===== src/rtl/mp_add_seq.sv =====
// Multi-precision adder/subtractor: one DATA_WIDTH word per cycle, LSW first,
// with a registered carry chain between words and valid/ready on both sides.
module mp_add_seq #(
  parameter int unsigned DATA_WIDTH = 32,
  parameter int unsigned NUM_WORDS  = 4
) (
  input  logic                             clk,
  input  logic                             resetn,
  input  logic                             in_valid,
  output logic                             in_ready,
  input  logic                             in_sub,
  input  logic [DATA_WIDTH*NUM_WORDS-1:0]  in_a,
  input  logic [DATA_WIDTH*NUM_WORDS-1:0]  in_b,
  output logic                             out_valid,
  input  logic                             out_ready,
  output logic [DATA_WIDTH*NUM_WORDS-1:0]  out_result,
  output logic                             out_carry,
  output logic                             busy
);

  localparam int unsigned W     = DATA_WIDTH * NUM_WORDS;
  localparam int unsigned IDX_W = $clog2(NUM_WORDS);
  localparam int unsigned SUM_W = DATA_WIDTH + 1;

  typedef enum logic [1:0] {IDLE, RUN, DONE} state_t;

  state_t              state_q, state_d;
  logic [IDX_W-1:0]    idx_q, idx_d;
  logic                carry_q, carry_d;
  logic [W-1:0]        a_q, a_d;
  logic [W-1:0]        b_q, b_d;
  logic [W-1:0]        result_d;
  logic                out_carry_d;
  logic                out_valid_d;
  logic [31:0]         word_base;
  logic [SUM_W-1:0]    sum_c;
  logic                last_word;

  assign in_ready = (state_q == IDLE);
  assign busy     = (state_q == RUN) || (state_q == DONE);

  // Single word adder; B is already inverted for subtraction.
  assign word_base = 32'(idx_q) * DATA_WIDTH;
  assign sum_c     = {1'b0, a_q[word_base +: DATA_WIDTH]}
                   + {1'b0, b_q[word_base +: DATA_WIDTH]}
                   + SUM_W'(carry_q);
  assign last_word = (idx_q == IDX_W'(NUM_WORDS - 1));

  always_ff @(posedge clk) begin
    if (!resetn) begin
      state_q    <= IDLE;
      idx_q      <= '0;
      carry_q    <= 1'b0;
      a_q        <= '0;
      b_q        <= '0;
      out_result <= '0;
      out_carry  <= 1'b0;
      out_valid  <= 1'b0;
    end else begin
      state_q    <= state_d;
      idx_q      <= idx_d;
      carry_q    <= carry_d;
      a_q        <= a_d;
      b_q        <= b_d;
      out_result <= result_d;
      out_carry  <= out_carry_d;
      out_valid  <= out_valid_d;
    end
  end

  always_comb begin
    state_d     = state_q;
    idx_d       = idx_q;
    carry_d     = carry_q;
    a_d         = a_q;
    b_d         = b_q;
    result_d    = out_result;
    out_carry_d = out_carry;
    out_valid_d = out_valid;
    case (state_q)
      IDLE: begin
        if (in_valid) begin
          a_d      = in_a;
          b_d      = in_sub ? ~in_b : in_b;
          carry_d  = in_sub;
          idx_d    = '0;
          result_d = '0;
          state_d  = RUN;
        end
      end
      RUN: begin
        result_d[word_base +: DATA_WIDTH] = sum_c[DATA_WIDTH-1:0];
        carry_d = sum_c[DATA_WIDTH];
        if (last_word) begin
          out_carry_d = sum_c[DATA_WIDTH];
          out_valid_d = 1'b1;
          state_d     = DONE;
        end else begin
          idx_d = idx_q + 1'b1;
        end
      end
      DONE: begin
        if (out_ready) begin
          out_valid_d = 1'b0;
          state_d     = IDLE;
        end
      end
      default: state_d = IDLE;
    endcase
  end

endmodule


===== config.mk =====
export PLATFORM = sky130hd
export DESIGN_NAME = mp_add_seq
export DESIGN_NICKNAME = d
export VERILOG_FILES = /design/src/rtl/mp_add_seq.sv
export SDC_FILE = /design/constraint.sdc
export NUM_CORES = 1
export LEC_CHECK = 0
export ABC_AREA = 1
export CORE_ASPECT_RATIO = 0.8
export CORE_MARGIN = 2
export CORE_UTILIZATION = 40
export DETAILED_ROUTE_END_ITERATION = 10
export PLACE_DENSITY = 0.68
export SYNTH_ARGS = -nofsm -noshare
export SYNTH_HDL_FRONTEND = slang
export SYNTH_SLANG_ARGS = --single-unit

===== constraint.sdc =====
create_clock -name clk -period 5.29 [get_ports clk]
set_clock_uncertainty 0.1 [all_clocks]
set_input_delay 1.058 -clock clk [delete_from_list [all_inputs] [get_ports clk]]
set_output_delay 1.058 -clock clk [all_outputs]
set_load 0.01 [all_outputs]

==> metrics.md <==
| Metric | Value |
|---|---|
| Maximum number of pins on one net before global-route repair | 119 |
| Most frequent cells in the layout | 448 x nor2_1, 441 x nand2_1, 390 x clkdlybuf4s50_1 |
| ANT cells | 0 |
| CTS Buf Count | 41 |
| Max capacitance violation total | 0 |
| Via count | 18900 |
| Leakage | 9.62 nW |
| Final Max Tran Viols | 0 |
| Post-synth EDFFs | 0 |
| Gpl congestion | 0.909 |
| Critical path, cell by cell | inv_4 > buf_4 > o21ai_0 > o22ai_1 > ha_1 > nand3_1 > nand3_1 > nand2_1 > nand2_1 > nand2_1 > nand2_2 > xor2_2 > nand2_1 > nor2_1 > nand2_1 > a21oi_1 |
| Hold Buf Count CTS | 0 |
| CP peak stage delay | 0.65 ns |
| DP Cell Count | 3506 |
| IO Port Bufs | 392 |
| Synth warnings | 0 |
| Layout cells sized above 1 | 4.12% |
| Worst R2R Setup Slack | 1.16 ns |
| Total grt overflow | 0 |
| Fmax | 242 MHz |
| # clock sinks | 391 |
| Setup crit end | out_result[111] |
| CP max-delay cell | buf_4 |
| Clock Tree Root | clkbuf_16 |
| DPL Wire Length | 47600 µm |
| Distinct cells, synth | 38 |
| Sw frac | 38.1% |
| Reg2reg end | out_result[111] |
| Via density | 5.27 |
| Finished Cell Area | 24300 µm² |
| Worst Path Required | 5.65 ns |
| Core area | 46700 µm² |
| Commonest non-fill, non-tap cell in the layout | nor2_1 |
| Cell area power density | 400 nW/µm² |
| Setup violators final | 0 |
| Crit path top cell by count | nand2_1 |
| Antenna-violating nets left | 0 |
| Setup bufs post-CTS | 0 |
| Mapped Area | 18800 µm² |
| GRT Overall Usage | 26.5% |
| Switching power total | 0.00370 W |
| Post-layout minimum cycle time | 4.13 ns |
| Post-Syn Nets | 2965 |
| CP arrival | 4.48 ns |
| Flop pwr share | 34.9% |
| Synthesized flop and latch total | 391 |
| Worst Setup SP | idx_q[0] |
| Crit path max-delay family | simple AND/OR/NAND/NOR gates |
| I/O Pins | 393 |
| Die Area | 48800 µm² |
| Post-synth ARST share | 0% |
| Routed len/inst | 18.5 µm |
| First-pass iteration count of the detailed router | 5 |
| Measured slew at the worst slew-check pin | 1.16 ns |
| Final hold violation count | 0 |
| Crit-path max FO | 74 |
| Area growth from synthesis to layout | 29.2% |
| CP Capture Type | flop |
| CTS resizes | 0 |
| Prevailing post-synth register cell | dfxtp_1 |
| Internal power | 0.00602 W |
| Hold WC Path Type | flop to flop |
| Slew margin rel. | 22.9% |
| Buf/Inv on CP | 2 |
| Peak supply drop | 257 µV |
| Outcome | complete, no violations |
| Vias in the first global route | 18000 |
| Drt drc | 0 |
| Placed inst area | 23000 µm² |
| Fin Setup TNS | 0 ns |
| Post-route insts no fill | 3578 |
| Fin nets | 3230 |
| CP Depth | 16 |
| Reg-to-Reg Start | idx_q[0] |
| Number of DRC markers in iteration 0 | 1443 |
| Die H | 198 µm |
| Clock Path Buffers | 3 |
| First-pass GRT wire length | 102000 µm |
| Die width | 247 µm |
| Critical path startpoint category | flop |
| CTS tree | yes |
| Row Count | 71 |
| Clock-pin slew of the registers on the worst-case setup and hold paths | 0.06 ns |
| Critical path type | flop to flop |
| CTS H-tree lvls | 2 |
| Sequential cell area fraction in the yosys report | 41.6% |
| Initial antenna violation count | 1 |
| Synth Instances | 2664 |
| Clock power share | 30.1% |
| Comb power frac | 35.0% |
| Syn avg cell area | 7.06 µm² |
| Unrepaired setup endpoints after global routing | no |
| DRT Wirelength | 66300 µm |
| Clk_lat worst skew | 0.55 ns |
| Final period util | 78.0% |
| Initial Util | 40.3% |
| R2R depth | 16 |
## worst min path at each step
| stage | startpoint | endpoint | slack, ns | depth (start not counted) |
|---|---|---|---|---|
| CTS | out_result[13] | out_result[13] | 0.36 | 2 |
| floorplan | a_q[32] | a_q[32] | 0.35 | 2 |
| global route | out_result[79] | out_result[79] | 0.38 | 2 |
| global placement | out_result[64] | out_result[64] | 0.35 | 2 |
| finish | out_result[113] | out_result[113] | 0.36 | 2 |
| detailed placement | out_result[13] | out_result[13] | 0.36 | 2 |
## cell families after synthesis
kind of cell               share of synthesized area (%)
xor gates and xnor gates                            6.73
DFF                                                 41.6
and+or+nand+nor                                     21.4
adders and majority gates                           2.74
buffers and inverters                               7.06
AOI/OAI and AO/OA                                   20.5
## final cells by class
| cell class | instances | area, µm² |
|---|---|---|
| fillers | 4516 | 22400 |
| multi-input cells | 1937 | 9680 |
| flip-flops and latches | 391 | 7830 |
| repair buffers | 416 | 4130 |
| clock buffers | 57 | 1190 |
| well taps | 620 | 776 |
| inverters | 142 | 544 |
| clock inverters | 15 | 166 |
## cell usage after synthesis (2+ instances only)
cell,instances,area (µm²)
nor2_2,2,12.5
inv_2,2,7.51
a22oi_1,4,30.0
and2_1,2,12.5
o21ai_1,7,35.0
buf_1,13,48.8
nand2_2,3,18.8
nand3_1,66,330
ha_1,38,475
o211a_1,2,20.0
nand4_1,30,188
nor2_1,448,1680
o22ai_1,64,400
xor2_2,3,48.8
nor3_1,7,35.0
buf_2,36,180
a21oi_1,275,1380
o21ai_0,387,1940
fa_1,2,40.0
inv_1,139,522
xor2_1,11,96.3
dfxtp_1,391,7830
or2_2,3,18.8
nand3_2,3,30.0
clkbuf_1,142,533
and3_1,2,12.5
xnor2_1,128,1120
nand2_1,442,1660
buf_6,3,33.8
## through the flow
step           total power (W)  setup WS, ns  utilization, %  hold WS (ns)
2_1_floorplan          0.00556          2.04               -         0.350
6_report               0.00972          1.16            52.0         0.364
4_1_cts                0.00972          1.21            52.0         0.365
3_5_place_dp           0.00679          1.25            49.1         0.356
3_3_place_gp           0.00676          1.23            49.1         0.354
5_1_grt                 0.0102         0.891            52.0         0.377
## worst register-to-register path, cell delays in order, from the launching register on
cell,delay (ns)
dfxtp_4,0.49
inv_4,0.14
buf_4,0.65
o21ai_0,0.20
o22ai_1,0.43
ha_1,0.33
nand3_1,0.09
nand3_1,0.15
nand2_1,0.09
nand2_1,0.07
nand2_1,0.12
nand2_2,0.12
xor2_2,0.33
nand2_1,0.10
nor2_1,0.32
nand2_1,0.13
a21oi_1,0.17
## sequential cells by signal, summed over array words and instances (netlist names)
name / cells
a_q: 128
b_q: 128
carry_q: 1
idx_q: 2
out_carry: 1
out_result: 128
out_valid: 1
state_q: 2
## power by group through the flow
stage	registers, W	clock network, W	logic [W]
2_1_floorplan	0.00339	0	0.00217
3_3_place_gp	0.00344	0	0.00331
3_5_place_dp	0.00345	0	0.00334
4_1_cts	0.00339	0.00296	0.00337
5_1_grt	0.00342	0.00309	0.00374
6_report	0.00339	0.00293	0.00341
## layer usage
metal  part of all wire (%)  GRT usage [%]  routed length, µm
met1                     44           35.4              28900
met2                     46           43.1              30300
met3                    7.2           4.83               4750
met4                    3.6           8.99               2360
met5                  0.021              0                 14
(Power assumes the default switching activity.)
